<file path="config.mk">
export PLATFORM = sky130hd
export DESIGN_NAME = vol_sqrt_mul_flat
export DESIGN_NICKNAME = d
export VERILOG_FILES = /design/src/rtl/vol_sqrt_mul_if.sv /design/src/rtl/vol_sqrt_mul.sv /design/src/flat_wrapper.sv
export SDC_FILE = /design/constraint.sdc
export NUM_CORES = 1
export LEC_CHECK = 0
export BUFFER_PORTS_ARGS = -buffer_cell sky130_fd_sc_hd__buf_2
export CORE_UTILIZATION = 61
export DETAILED_ROUTE_END_ITERATION = 8
export PLACE_DENSITY_LB_ADDON = 0.12
export SYNTH_ARGS = -nofsm -noshare
export SYNTH_HDL_FRONTEND = slang
export SYNTH_SLANG_ARGS = --single-unit
</file>
<file path="constraint.sdc">
create_clock -name clk -period 4.7 [get_ports clk]
set_input_delay 0.705 -clock clk [delete_from_list [all_inputs] [get_ports clk]]
set_output_delay 0.705 -clock clk [all_outputs]
set_load 0.02 [all_outputs]
</file>
<file path="src/rtl/vol_sqrt_mul_if.sv">
// Start/busy/valid handshake bundle for the sigma * sqrt(T) multiplier.
// Master drives the request and operands; slave returns status and result.
interface vol_sqrt_mul_if #(
  parameter int unsigned WIDTH = 32
);
  logic             start;
  logic             busy;
  logic             valid;
  logic [WIDTH-1:0] sigma;
  logic [WIDTH-1:0] sqrt_t;
  logic [WIDTH-1:0] prod;
  logic             ovf;

  modport master (
    output start, sigma, sqrt_t,
    input  busy, valid, prod, ovf
  );

  modport slave (
    input  start, sigma, sqrt_t,
    output busy, valid, prod, ovf
  );
endinterface

</file>
<file path="src/rtl/vol_sqrt_mul.sv">
// Sequential unsigned Q16.16 shift-add multiplier forming sigma * sqrt(T), one multiplier bit per cycle.
// Define VOL_MUL_SATURATE_EN to clamp prod to all-ones on integer overflow instead of wrapping.
module vol_sqrt_mul #(
  parameter int unsigned WIDTH = 32,
  parameter int unsigned FBITS = 16
) (
  input  logic           clk,
  input  logic           reset,
  vol_sqrt_mul_if.slave  bus
);

  localparam int unsigned PW = 2 * WIDTH;
  localparam int unsigned CW = (WIDTH > 1) ? $clog2(WIDTH) : 1;

  typedef enum logic {
    IDLE,
    CALC
  } state_t;

  state_t           state_q, state_d;
  logic [PW-1:0]    a_q, a_d;
  logic [WIDTH-1:0] b_q, b_d;
  logic [PW-1:0]    p_q, p_d;
  logic [CW-1:0]    cnt_q, cnt_d;
  logic             busy_q, busy_d;
  logic             valid_q, valid_d;
  logic [WIDTH-1:0] prod_q, prod_d;
  logic             ovf_q, ovf_d;
  logic [PW-1:0]    p_sum;

  // State and datapath registers; reset drops any in-flight multiply.
  always_ff @(posedge clk or negedge reset) begin
    if (!reset) begin
      state_q <= IDLE;
      a_q     <= '0;
      b_q     <= '0;
      p_q     <= '0;
      cnt_q   <= '0;
      busy_q  <= 1'b0;
      valid_q <= 1'b0;
      prod_q  <= '0;
      ovf_q   <= 1'b0;
    end else begin
      state_q <= state_d;
      a_q     <= a_d;
      b_q     <= b_d;
      p_q     <= p_d;
      cnt_q   <= cnt_d;
      busy_q  <= busy_d;
      valid_q <= valid_d;
      prod_q  <= prod_d;
      ovf_q   <= ovf_d;
    end
  end

  // Next-state and datapath; the final iteration's sum feeds the result directly.
  always_comb begin
    state_d = state_q;
    a_d     = a_q;
    b_d     = b_q;
    p_d     = p_q;
    cnt_d   = cnt_q;
    busy_d  = busy_q;
    valid_d = 1'b0;
    prod_d  = prod_q;
    ovf_d   = ovf_q;
    p_sum   = p_q + (b_q[0] ? a_q : '0);

    case (state_q)
      IDLE: begin
        if (bus.start) begin
          a_d     = PW'(bus.sigma);
          b_d     = bus.sqrt_t;
          p_d     = '0;
          cnt_d   = '0;
          busy_d  = 1'b1;
          state_d = CALC;
        end
      end
      CALC: begin
        p_d   = p_sum;
        a_d   = a_q << 1;
        b_d   = b_q >> 1;
        cnt_d = cnt_q + CW'(1);
        if (cnt_q == CW'(WIDTH - 1)) begin
          state_d = IDLE;
          busy_d  = 1'b0;
          valid_d = 1'b1;
          ovf_d   = |p_sum[PW-1:WIDTH+FBITS];
`ifdef VOL_MUL_SATURATE_EN
          prod_d  = ovf_d ? '1 : p_sum[WIDTH+FBITS-1:FBITS];
`else
          prod_d  = p_sum[WIDTH+FBITS-1:FBITS];
`endif
        end
      end
      default: state_d = IDLE;
    endcase
  end

  assign bus.busy  = busy_q;
  assign bus.valid = valid_q;
  assign bus.prod  = prod_q;
  assign bus.ovf   = ovf_q;

endmodule

</file>
<file path="src/flat_wrapper.sv">
// flat-port wrapper written by rule: the top's interface ports become plain ports
module vol_sqrt_mul_flat 
#(
  parameter int unsigned WIDTH = 32,
  parameter int unsigned FBITS = 16
)
  (clk, reset, bus_start, bus_sigma, bus_sqrt_t, bus_busy, bus_valid, bus_prod, bus_ovf);
  vol_sqrt_mul_if #(.WIDTH(WIDTH)) bus_i ();
  input  logic clk;
  input  logic reset;
  input wire logic [$bits(bus_i.start)-1:0] bus_start;
  input wire logic [$bits(bus_i.sigma)-1:0] bus_sigma;
  input wire logic [$bits(bus_i.sqrt_t)-1:0] bus_sqrt_t;
  output wire logic [$bits(bus_i.busy)-1:0] bus_busy;
  output wire logic [$bits(bus_i.valid)-1:0] bus_valid;
  output wire logic [$bits(bus_i.prod)-1:0] bus_prod;
  output wire logic [$bits(bus_i.ovf)-1:0] bus_ovf;
  assign bus_i.start = bus_start;
  assign bus_i.sigma = bus_sigma;
  assign bus_i.sqrt_t = bus_sqrt_t;
  assign bus_busy = bus_i.busy;
  assign bus_valid = bus_i.valid;
  assign bus_prod = bus_i.prod;
  assign bus_ovf = bus_i.ovf;
  vol_sqrt_mul #(.WIDTH(WIDTH), .FBITS(FBITS)) u_core (.clk(clk), .reset(reset), .bus(bus_i));
endmodule
</file>
After elaboration in Yosys (flattened, before gate mapping)
Cells that the tools add are included.
{"block": "totals", "reg_bits": 201, "elab_cells": 35, "output_inout_bits": 35, "inputBits": 67}
{"block": "op_classes", "n_addsub": 2, "n_mux": 17, "eq_ne": 3, "bitwise_logic": 1, "n_reduce_logical": 3}
{"op": "64-bit case mux with 2 select lines", "count": 2}
{"op": "64-bit 2-to-1 mux", "count": 3}
{"op": "64-bit adder", "count": 1}
{"op": "32-bit case mux with 2 select lines", "count": 1}
{"op": "32-bit 2-to-1 mux", "count": 1}
{"op": "16-bit OR reduction", "count": 1}
{"op": "5-bit case mux with 2 select lines", "count": 1}
{"op": "1-bit 2-to-1 mux", "count": 6}
{"op": "5-bit by 1-bit adder with 5-bit output, second input constant", "count": 1}
{"op": "5-bit equality test, second input constant", "count": 1}
{"op": "5-bit 2-to-1 mux", "count": 1}
{"op": "2-bit != test, second input constant", "count": 2}
{"op": "1-bit case mux with 2 select lines", "count": 2}
{"op": "2-bit AND reduction", "count": 2}
{"op": "1-bit NOT", "count": 1}

Depth between registers and ports, before layout
{"block": "logic_depth", "depth_word": 3, "depth_mapped": 16, "ltp_nobuf": 15}

Worst setup path before layout
OpenSTA, ideal clock, no wires.
{"block": "synth_timing", "kind": "register -> register", "from": "register u_core.b_q[0]", "to": "register u_core.ovf_q, in the netlist u_core.bus.ovf", "setup_time_ns": 0.126, "t_required_ns": 4.574, "stages_incl_launch_ff": 17, "n_path_buf": 3, "arrival_time_ns": 3.578, "period_less_slack_ns": 3.704, "setup_slack_ns": 0.996, "cell_sequence": "dfrtp_1 > clkbuf_1 > clkbuf_1 > and2_1 > ha_1 > buf_4 > a21oi_4 > o21ai_2 > or2_1 > or4_1 > a21oi_2 > a21oi_2 > a31oi_4 > o21ai_2 > xor2_1 > or4_1 > o32a_1"}
{"block": "synth_via", "elab_chain_cells": 3}
{"item": "start, declared", "line_no": "vol_sqrt_mul.sv:22", "rtl": "logic [WIDTH-1:0] b_q, b_d;"}
{"item": "start signal, assigned", "line_no": "vol_sqrt_mul.sv:36", "rtl": "b_q <= '0;"}
{"item": "start signal, assigned", "line_no": "vol_sqrt_mul.sv:46", "rtl": "b_q <= b_d;"}
{"item": "64-bit 2-to-1 mux", "line_no": "vol_sqrt_mul.sv:67", "rtl": "p_sum = p_q + (b_q[0] ? a_q : '0);"}
{"item": "64-bit adder", "line_no": "vol_sqrt_mul.sv:67"}
{"item": "16-bit OR reduction", "line_no": "vol_sqrt_mul.sv:89", "rtl": "ovf_d = |p_sum[PW-1:WIDTH+FBITS];"}
{"item": "end signal, assigned", "line_no": "vol_sqrt_mul.sv:52", "rtl": "ovf_q <= ovf_d;"}
{"item": "end, declared", "line_no": "vol_sqrt_mul.sv:28", "rtl": "logic ovf_q, ovf_d;"}
No other way between the ends.
A chain may end at the register's enable or synchronous reset.

Worst setup path after layout
Same ends and word-level chain as after synthesis.

==> run_results.csv <==
group,metric,value,unit
status,status,"completed",
worst_setup_path,critPathMaxFanout,25,
clocking,post_cts_buffers,0,
detailed_routing,firstDrtPassIters,5,
die,die_h,144,µm
run,drv_cap,0,
layout,nets,1537,
sta,finalCritPeriodShare,0.922,
worst_setup_path,cpPeakStageDelay,0.55,ns
layout,antenna_cells,0,
yosys,synth.cell_area,0.0123,mm²
sta,setup-violations-final,0,
worst_setup_path,cpMostUsedCell,"o21ai_1",
sta,worstMarginPinSlew,0.865,ns
sta,max_freq,231,MHz
layout,mostFrequentLayoutCells,"nand2_1 (220), dfrtp_1 (200), o21ai_0 (156), buf_2 (99), a21oi_1 (87)",
yosys,syn_avg_cell_area,9.08,µm²
placed_design,hpwlAfterDp,21100,µm
clocking,hold_buffers,0,
sta,final_max_slew_viol_count,0,
yosys,ys_ff_latch,201,
yosys,ys.flop_type,"dfrtp_1",
die,die_area,0.0207,mm²
layout,fillers,1596,
clocking,cts-root-buf,"clkbuf_16",
placed_design,place.gp.congestion,0.940,
detailed_routing,routed_wl,30000,µm
yosys,synthTopCellsByArea,"dfrtp_1 (41%), nand2_1 (6.7%), ha_1 (6.6%)",
die,core_area,0.0196,mm²
worst_setup_path,cp_top_family,"compound AO/OA/AOI/OAI gates",
clocking,cts_htree_levels,1,
clocking,cts_sinks,201,
clocking,cts_resized,0,
worst_setup_path,end_kind,"flip-flop",
worst_setup_path,r2r_cells,14,
global_route,grt_pass1_vias,9715,
die,die_w,144,µm
yosys,synth_nets,1487,
pwr,p_per_area,633,mW/mm²
clocking,cts_tree,"built",
worst_setup_path,cp_slowest_cell,"o41ai_4",
detailed_routing,wl_met1,14200,µm
sta,timing.slew.headroom,0.423,
global_route,grt-ovfl-total,0,
worst_setup_path,cp-start-kind,"flip-flop",
sta,hold_ws,0.226,ns
layout,layout.cells.most_common,"nand2_1",
clocking,insertion_delay,0.51,ns
detailed_routing,wl_met3,1420,µm
layout,drive_above_1_share,0.135,
sta,finalSetupTns,0,ns
worst_setup_path,r2r_end,"u_core.bus.ovf",
die,start_util,0.627,
worst_setup_path,path_buf_inv,1,
placed_design,port_buffers,101,
sta,finalClockSkew,0.0189,ns
worst_setup_path,r2r_start,"u_core.b_q[0]",
die,io_pins,102,
sta,hold_viol,0,
detailed_routing,drc,0,
detailed_routing,wl_met2,13600,µm
worst_setup_path,startpoint,"u_core.b_q[0]",
yosys,yosysTopAreaCell,"dfrtp_1",
worst_setup_path,worstPathArrival,4.71,ns
detailed_routing,ant_nets,0,
global_route,grt_antenna_before_repair,1,
die,rows,51,
global_route,grt_pass1_wl,49100,µm
worst_setup_path,critical_path_required,5.07,ns
worst_setup_path,r2r_slack,0.37,ns
sta,rsz0062_at_grt,"false",
yosys,synth_async_sr_flop_share,1.00,
detailed_routing,via_count,10000,
clocking,clkTransAtPathRegs,0.06,ns
yosys,yosysUniqueCellTypes,66,
yosys,seq_area_frac_synth,0.409,
clocking,clockBufferDepth,3,
yosys,synth_edf_count,0,
pwr,p_leak,6.51,nW
detailed_routing,wire_per_inst,17.8,µm
global_route,gr-usage-all-layers,0.298,
sta,post-route-min-period,4.33,ns
layout,syn_to_final_growth,11.2,%
global_route,grt_max_degree,101,
detailed_routing,viasPerCell,5.96,
yosys,ys_warn_count,0,
worst_setup_path,crit_type,"flip-flop to flip-flop",
pwr,ir_worst_vdd,0.396,mV
yosys,synthCells,1354,
worst_setup_path,cp_cell_sequence,"buf_4 > and2_1 > ha_1 > o211ai_1 > o21ai_1 > a31o_2 > a31oi_4 > o41ai_4 > a21oi_1 > o21ai_1 > o21ai_0 > a211oi_1 > nand4b_1 > o32a_1",
yosys,yosys.area.top_type_share,0.409,
clocking,cts_made_buffers,22,
detailed_routing,drt_iter0_markers,633,
detailed_routing,top_layer_used,"met4",
worst_hold_path,hp-class,"input pin to asynchronous set/reset pin",
worst_setup_path,crit_cells,14,
## sequential cells by signal, indices dropped and copies added, names as in the netlist, 5 cells and up
register	count
u_core.bus.prod	32
u_core.p_q	64
u_core.b_q	32
u_core.cnt_q	5
u_core.a_q	64
## how the worst max path moves through the flow
stage                           endpoint
after detailed placement  u_core.bus.ovf
after global routing      u_core.bus.ovf
after CTS                 u_core.bus.ovf
after floorplan           u_core.bus.ovf
after global placement    u_core.bus.ovf
final                     u_core.bus.ovf
## metrics by stage
step	power [W]	setup slack, ns	utilization	cells	instance area [µm²]
floorplan	0.00576	0.996	-	1354	12300
detailed placement	0.00681	0.378	0.659	1645	12900
finish	0.00866	0.368	0.698	1684	13700
CTS	0.00867	0.339	0.698	1684	13700
global placement	0.00669	0.546	0.659	1645	12900
global route	0.00926	0.0612	0.698	1684	13700
## routing by layer
| layer | up-vias | track usage |
|---|---|---|
| li1 | 4889 | - |
| met1 | 4830 | 0.419 |
| met2 | 267 | 0.472 |
| met3 | 54 | 0.0437 |
| met4 | 0 | 0.0924 |
| met5 | - | 0 |
## cells in the mapped netlist, types with 3 or more instances
cell type and instances:
nor2b_1 5, a311oi_1 3, o21ai_1 5, inv_1 22, mux2_2 30, a21o_1 24
ha_1 65, mux2i_1 64, nor3_1 11, clkbuf_1 76, nand2_1 220, dfrtp_1 201
buf_1 5, nor4_1 5, or3_1 3, o221ai_1 3, xnor2_1 34, o211ai_1 5
a21oi_1 87, and3_1 5, nand2b_1 6, o21a_1 8, o22ai_1 4, a21oi_2 5
a31oi_1 3, o21ai_0 156, xor2_1 27, a22o_1 47, a31o_2 3, nor2_1 62
o21bai_1 15, a211oi_1 3, nand4_1 28, a211o_1 3, and2_1 65, o2bb2ai_1 3
## layout make-up
type,count,area [µm²],share of cell area
clock buffer,34,657,0.0481
inverter,24,90.1,0.00659
clock inverter,5,104,0.00760
tap,265,332,0.0243
timing repair buffer,111,604,0.0442
sequential,201,5030,0.368
multi-input combinational,1044,6850,0.501
## kinds of logic after synthesis
| logic type | share of synthesized area |
|---|---|
| buffers and inverters | 0.0341 |
| AOI/OAI and AO/OA | 0.210 |
| muxes | 0.0796 |
| DFF | 0.409 |
| and+or+nand+nor | 0.156 |
| adders and majority gates | 0.0678 |
| xor gates and xnor gates | 0.0435 |
## report_power, final
| part | leakage, nW | total [W] | switching (W) | internal, W |
|---|---|---|---|---|
| logic | 3.58 | 0.00384 | 0.00231 | 0.00153 |
| registers | 2.56 | 0.00300 | 0.000523 | 0.00248 |
| clock network | 0.371 | 0.00182 | 0.000697 | 0.00112 |
Note: power is estimated with default switching activity, not from simulation.
